$ cat config.mk
export PLATFORM = sky130hd
export DESIGN_NAME = serial_word_comparator
export DESIGN_NICKNAME = d
export VERILOG_FILES = /design/src/rtl/serial_word_comparator.sv
export SDC_FILE = /design/constraint.sdc
export NUM_CORES = 1
export LEC_CHECK = 0
export BUFFER_PORTS_ARGS = -buffer_cell sky130_fd_sc_hd__buf_2
export CORE_AREA = 2 2 39 41
export DETAILED_ROUTE_END_ITERATION = 6
export DIE_AREA = 0 0 41 43
export GPL_TIMING_DRIVEN = 0
export PLACE_DENSITY = 0.6
export SLEW_MARGIN = 30
export SYNTH_ARGS = -nofsm -noshare
export SYNTH_HDL_FRONTEND = slang
export SYNTH_SLANG_ARGS = --single-unit
$ cat constraint.sdc
create_clock -name clk -period 2 [get_ports clk]
set_clock_uncertainty 0.2 [all_clocks]
set_input_delay 0.1 -clock clk [delete_from_list [all_inputs] [get_ports clk]]
set_output_delay 0.1 -clock clk [all_outputs]
set_load 0.03 [all_outputs]
$ cat src/rtl/serial_word_comparator.sv
// serial_word_comparator
//   Framed serial magnitude comparator. Two operands of WORD_DIGITS digits,
//   each DIGIT_W bits wide, arrive one digit pair per valid beat. Digit order
//   (MSB_FIRST) and signedness (SIGNED) are set by parameters. A one-cycle
//   strobe accompanies each completed word's result. A word cut short by a
//   new in_first marker produces a frame_err pulse instead of a result.
//
// Ports
//   clk          in   clock, posedge
//   rst_n        in   asynchronous active-low reset
//   in_valid     in   beat qualifier for a_digit/b_digit/in_first
//   in_first     in   beat is digit 0 of a new word
//   a_digit      in   [DIGIT_W-1:0] current digit of operand A
//   b_digit      in   [DIGIT_W-1:0] current digit of operand B
//   out_valid    out  one-cycle strobe, result flags just updated
//   a_less_b     out  A <  B for the last completed word
//   a_eq_b       out  A == B for the last completed word
//   a_greater_b  out  A >  B for the last completed word
//   frame_err    out  one-cycle pulse, partial word discarded
module serial_word_comparator #(
  parameter int DIGIT_W     = 1,
  parameter int WORD_DIGITS = 8,
  parameter int MSB_FIRST   = 1,
  parameter int SIGNED      = 0
) (
  input  logic               clk,
  input  logic               rst_n,
  input  logic               in_valid,
  input  logic               in_first,
  input  logic [DIGIT_W-1:0] a_digit,
  input  logic [DIGIT_W-1:0] b_digit,
  output logic               out_valid,
  output logic               a_less_b,
  output logic               a_eq_b,
  output logic               a_greater_b,
  output logic               frame_err
);

  localparam int CNT_W = (WORD_DIGITS > 1) ? $clog2(WORD_DIGITS) : 1;
  localparam logic [CNT_W-1:0] LAST_IDX = CNT_W'(WORD_DIGITS - 1);

  localparam logic [1:0] ST_EQ = 2'b00;
  localparam logic [1:0] ST_LT = 2'b01;
  localparam logic [1:0] ST_GT = 2'b10;

  // Two's complement ordering maps onto unsigned ordering once the sign bit
  // of the sign-carrying digit is flipped in both operands.
  function automatic logic [DIGIT_W-1:0] sign_bias(input logic [DIGIT_W-1:0] d,
                                                   input logic en);
    logic [DIGIT_W-1:0] r;
    r = d;
    if (en) r[DIGIT_W-1] = ~d[DIGIT_W-1];
    return r;
  endfunction

  logic [CNT_W-1:0]   cnt_p0;
  logic [1:0]         state_p0;
  logic               vld_p1;
  logic               lt_p1;
  logic               eq_p1;
  logic               gt_p1;
  logic               ferr_p1;

  logic [CNT_W-1:0]   idx;
  logic               last_beat;
  logic               sign_beat;
  logic [DIGIT_W-1:0] a_adj;
  logic [DIGIT_W-1:0] b_adj;
  logic               dig_lt;
  logic               dig_gt;
  logic [1:0]         st_prev;
  logic [1:0]         st_next;

  // in_first forces the beat to digit 0 regardless of where the counter is.
  assign idx       = in_first ? '0 : cnt_p0;
  assign last_beat = (idx == LAST_IDX);
  assign sign_beat = (MSB_FIRST != 0) ? (idx == '0) : last_beat;

  assign a_adj  = sign_bias(a_digit, (SIGNED != 0) && sign_beat);
  assign b_adj  = sign_bias(b_digit, (SIGNED != 0) && sign_beat);
  assign dig_lt = (a_adj < b_adj);
  assign dig_gt = (a_adj > b_adj);

  // Digit 0 starts from equal so a stale or aborted word never leaks in.
  assign st_prev = (idx == '0) ? ST_EQ : state_p0;

  always_comb begin
    st_next = st_prev;
    if (MSB_FIRST != 0) begin
      // First differing digit from the top decides; later digits cannot override.
      if (st_prev == ST_EQ) begin
        if (dig_lt)      st_next = ST_LT;
        else if (dig_gt) st_next = ST_GT;
      end
    end else begin
      // Later digits are more significant, so any difference overwrites.
      if (dig_lt)      st_next = ST_LT;
      else if (dig_gt) st_next = ST_GT;
    end
  end

  // ---- stage p0 -> p1: running state update and result registration ----
  always_ff @(posedge clk or negedge rst_n) begin
    if (!rst_n) begin
      cnt_p0   <= '0;
      state_p0 <= ST_EQ;
      vld_p1   <= 1'b0;
      ferr_p1  <= 1'b0;
      lt_p1    <= 1'b0;
      eq_p1    <= 1'b1;
      gt_p1    <= 1'b0;
    end else begin
      vld_p1  <= 1'b0;
      ferr_p1 <= 1'b0;
      if (in_valid) begin
        state_p0 <= st_next;
        cnt_p0   <= last_beat ? '0 : idx + CNT_W'(1);
        ferr_p1  <= in_first && (cnt_p0 != '0);
        if (last_beat) begin
          vld_p1 <= 1'b1;
          lt_p1  <= (st_next == ST_LT);
          eq_p1  <= (st_next == ST_EQ);
          gt_p1  <= (st_next == ST_GT);
        end
      end
    end
  end

  assign out_valid   = vld_p1;
  assign a_less_b    = lt_p1;
  assign a_eq_b      = eq_p1;
  assign a_greater_b = gt_p1;
  assign frame_err   = ferr_p1;

endmodule

# ---- Word-level counts from Yosys, hierarchy flattened
# Index checks and enable logic that the tools add are counted.
dict set report totals {
  ff_bits 10
  in_bits 6
  output_inout_bits 5
  word_cells 28
}
dict set report classes {
  add_sub_neg 1
  n_lt_le_gt_ge 2
  eq_ne 3
  n_mux 9
  reduce_logical 6
}
# operator count
set ops {}
lappend ops {{$mux W2} 4}
lappend ops {{$mux W3} 2}
lappend ops {{$logic_not A2 Y1} 2}
lappend ops {{$add A3 B1 Y3 const B} 1}
lappend ops {{$eq A3 B3 Y1 const B} 1}
lappend ops {{$logic_not A3 Y1} 1}
lappend ops {{$mux W1} 3}
lappend ops {{$reduce_bool A3 Y1} 1}
lappend ops {{$eq A2 B1 Y1 const B} 1}
lappend ops {{$eq A2 B2 Y1 const B} 1}
lappend ops {{$reduce_and A2 Y1} 1}
lappend ops {{$gt A1 B1 Y1} 1}
lappend ops {{$logic_and A1 B1 Y1} 1}
lappend ops {{$lt A1 B1 Y1} 1}

# ---- Logic depth before layout (Yosys ltp)
dict set report depth {
  depth_word 7
  depth_mapped 7
  ltp_nobuf 7
}

# ---- Worst setup path before layout
# No wires, ideal clock.
dict set report synth_timing {
  kind {flip-flop to flip-flop}
  from {register cnt_p0[0]}
  to {register cnt_p0[2]}
  setup_time_ns 0.125
  arrival_time_ns 1.230
  required_ns 1.675
  slack_ns 0.445
  stages_incl_launch_ff 5
  n_path_buf 0
  synth_period_minus_slack_ns 1.555
  path_cell_list {dfrtp_1 -> and2b_1 -> ha_1 -> ha_1 -> mux2_2}
}
dict set report synth_between {
  elab_chain_cells 3
  word_cells_on_any_way 4
  cone_classes {add/sub: 1; eq/ne: 1; mux: 2}
}
# item line_no
set synth_rtl {}
lappend synth_rtl {{start, declared} 56} ;# logic [CNT_W-1:0] cnt_p0;
lappend synth_rtl {{start signal, assigned} 117} ;# cnt_p0 <= last_beat ? '0 : idx + CNT_W'(1);
lappend synth_rtl {{$mux W3 (*)} 75} ;# assign idx = in_first ? '0 : cnt_p0;
lappend synth_rtl {{$add A3 B1 Y3 or $eq A3 B3 Y1 (tied branches)} {117, 76}}
lappend synth_rtl {{$mux W3 (*)} 117}
# Mark *: on every way between the ends. The rest lies on a longest branch, timed or not.
# A chain may end at the register's enable or synchronous reset.

# ---- Final worst setup path
dict set report layout_timing {
  from {input port in_first}
  to {register gt_p1 (netlist: a_greater_b)}
}
dict set report layout_between {
  elab_chain_cells 7
  word_cells_on_any_way 10
  cone_classes {eq/ne: 2; mux: 5; reduce/logical: 3}
}
# item line_no
set layout_rtl {}
lappend layout_rtl {{start, declared} 29} ;# input logic in_first,
lappend layout_rtl {{$mux W3 (*)} 75}
lappend layout_rtl {{$logic_not A3 Y1} 85} ;# assign st_prev = (idx == '0) ? ST_EQ : state_p0;
lappend layout_rtl {{$mux W2} 85}
lappend layout_rtl {{$mux W2} 93} ;# else if (dig_gt) st_next = ST_GT;
lappend layout_rtl {{$mux W2} 92} ;# if (dig_lt) st_next = ST_LT;
lappend layout_rtl {{$mux W2} 91} ;# if (st_prev == ST_EQ) begin
lappend layout_rtl {{$eq A2 B2 Y1} 123} ;# gt_p1 <= (st_next == ST_GT);
lappend layout_rtl {{end signal, assigned} 123}
lappend layout_rtl {{end, declared} 61} ;# logic gt_p1;
# Marks and branches as above.

==> results by group <==
Timing
  – Setup TNS: 0 ns
  – Max-Slew Margin vs Limit: 0.8501
  – FMAX: 0.5766 GHz
  – Final setup violation count: 0
  – Slew at the pin closest to its max-slew limit: 0.2248 ns
  – WHS: 0.01460 ns
  – RSZ-0062 raised after global routing: false
  – Fin. Hold Viols: 0
  – Fin worst setup slack: 0.2658 ns
  – Max Slew Vio Count: 0
  – Min Tclk post-route: 1.734 ns
  – Final Cycle Share: 0.8671

Setup path
  – CP most frequent cell: ha_1
  – CP bufs+invs: 2
  – Crit path max-delay family: buffers and inverters
  – Critical Path Start Type: primary input
  – Arrival @ worst endpoint: 1.68 ns
  – Worst EP required: 1.95 ns
  – Worst path cell trace: dlygate4sd3_1 -> buf_2 -> and2b_1 -> ha_1 -> ha_1 -> nand2_2 -> a21oi_1 -> a22o_1
  – Setup crit start: in_first
  – Worst-path fanout max: 6
  – Slowest-stage cell, CP: dlygate4sd3_1
  – Max incr delay on CP: 0.52 ns
  – R2r startpoint: cnt_p0[0]
  – Setup CP Type: in2reg
  – Crit end category: register

Floorplan
  – Die ar.: 1763 um2
  – Chip Height: 43 um
  – Ports: 11
  – Core area: 1384 um2
  – Initial Util: 0.3770
  – DIE WIDTH: 41 um
  – Cell row count: 14

Global routing
  – First-pass GRT wire length: 1428 um
  – Largest net degree at the start of global routing: 11
  – Vias in the first global route: 337
  – GRT Overall Usage: 0.1246
  – Overflow after GRT: 0
  – Initial antenna violation count: 0

Job
  – Max-cap check violation count: 0

Drt
  – Post-Route WL: 848 um
  – Routed len/inst: 10.87 um
  – Total number of vias: 371
  – Drt pass-1 iters: 4
  – Vias/cell: 4.756
  – DRT iter0 DRCs: 1
  – # DRC: 0
  – DRT antenna net count: 0

Outcome
  – Run status: finished clean

Cells and area
  – Final Util: 0.4647
  – Commonest cells after routing, fill and taps aside: dfrtp_1 (9), buf_2 (9), inv_1 (6)
  – # fillers: 133
  – Layout area overhead: 23.26%
  – Ant diodes: 0
  – Share of layout cells above drive strength 1: 0.3065
  – # nets final: 73

Logic synthesis
  – Sequential share of the synthesized area: 0.4820
  – Flops & latches, synth: 10
  – Post-Syn Area: 521.8 um2
  – Post-synthesis net count: 56
  – Ys Warns: 0
  – Mean post-synth cell area: 11.34 um2
  – Synthesized instance count: 46
  – Cell variety after synth: 23

Place
  – Gpl congestion: 0.6290
  – Dpl hpwl: 638.1 um
  – I/O Buffers: 9
  – Pre-CTS setup slack: 0.3761 ns

Clocking
  – CTS tree: built
  – Root Driver: clkbuf_4
  – Max H-tree Level: 1
  – Clk Latency, worst-skew pair: 0.27 ns
  – Setup Fix Bufs, Post-CTS: 0
  – Clock Sinks: 10
  – CTS Buf Count: 3
  – Clk pin slew, worst setup/hold paths: 0.08 ns
  – Max Buffers Root-to-Sink: 2

Power
  – PwrDens: 845.7 nW/um2
  – Switching Share: 0.3121
  – Sw power: 169.8 uW
  – Sequential Power Share: 0.480
  – Clock power frac: 0.274
  – Leak pwr: 0.3460 nW
  – P_int: 374.1 uW
  – Combinational fraction of design power: 0.246
  – VDD IR max: 0.4362 mV

Hold path
  – Hold Crit Class: in2async
## cell families after synthesis
family	count (synthesis)	share of synthesized area
AO/OA/AOI/OAI	12	0.1799
buffers and inverters	7	0.05756
AND/OR/NAND/NOR	11	0.1415
flip-flops	10	0.4820
multiplexers	2	0.04316
adder cells (fa/ha/maj)	4	0.09593
## sequential cells by signal, indices dropped and copies added (netlist names)
signal / flops
frame_err: 1
out_valid: 1
a_eq_b: 1
a_greater_b: 1
state_p0: 2
cnt_p0: 3
a_less_b: 1
## power by group through the flow
stage               Clock, mW  Sequential, mW  Combinational (mW)
finish                  0.149           0.261               0.134
global route            0.163           0.265               0.153
global placement            0           0.265               0.129
CTS                     0.158           0.261               0.136
floorplan                   0           0.278              0.0833
detailed placement          0           0.265               0.131
## synth_stat cells
master,count,area (um2)
and2b_1,1,7.510
nor2b_1,1,6.260
dfrtp_1,9,225.2
nand3_1,1,5.000
and2_1,1,6.260
nand2_2,1,6.260
inv_1,6,22.52
o311a_1,1,10.01
a21oi_1,3,15.01
nand2_4,1,11.26
nand2b_1,1,6.260
dfstp_2,1,26.28
ha_1,4,50.05
nor2_1,1,3.750
o21ai_0,1,5.000
a32o_1,2,20.02
mux2_2,2,22.52
nand2_1,2,7.510
a31o_1,1,8.760
o2bb2ai_1,2,17.52
a22o_1,2,17.52
nand2b_4,1,13.76
buf_4,1,7.510
## routing by layer
metal,routed length (um),track usage
met5,0,0
met4,11,0.08000
met3,37,0.04712
met2,399,0.1750
met1,399,0.1523
## area by class of cell
type / count / area (um2) / share of cell area
buffer: 1 / 7.507 / 0.01167
clock buffer: 4 / 26.28 / 0.04086
inverter: 6 / 22.52 / 0.03502
multi-input combinational: 29 / 240.2 / 0.3735
sequential: 10 / 251.5 / 0.3911
tap: 16 / 20.02 / 0.03113
timing repair buffer: 12 / 75.07 / 0.1167
## through the flow
stage                     total power [mW]  instance area [um2]  cells
final                               0.5439                643.1     78
after global routing                0.5813                643.1     78
after CTS                           0.5553                643.1     78
after detailed placement            0.3960                586.8     71
after global placement              0.3942                586.8     71
after floorplan                     0.3616                521.8     46
## repair_timing
action / 4_1_cts / 5_1_grt
hold buffers: 3 / 0
hold endpoints to repair: 15 / 0
gates resized for setup: 0 / 0
## worst paths after layout
| path | end | slack [ns] | depth (start not counted) |
|---|---|---|---|
| max | a_greater_b | 0.27 | 8 |
| min | out_valid | 0.01 | 2 |
| max reg2reg | a_greater_b | 0.36 | 6 |
| min reg2reg | a_less_b | 0.30 | 1 |
| max in group asynchronous | a_eq_b | 1.32 | 2 |
| min in group clk | a_eq_b | 0.10 | 3 |
Power figures use the tool's default switching activity.
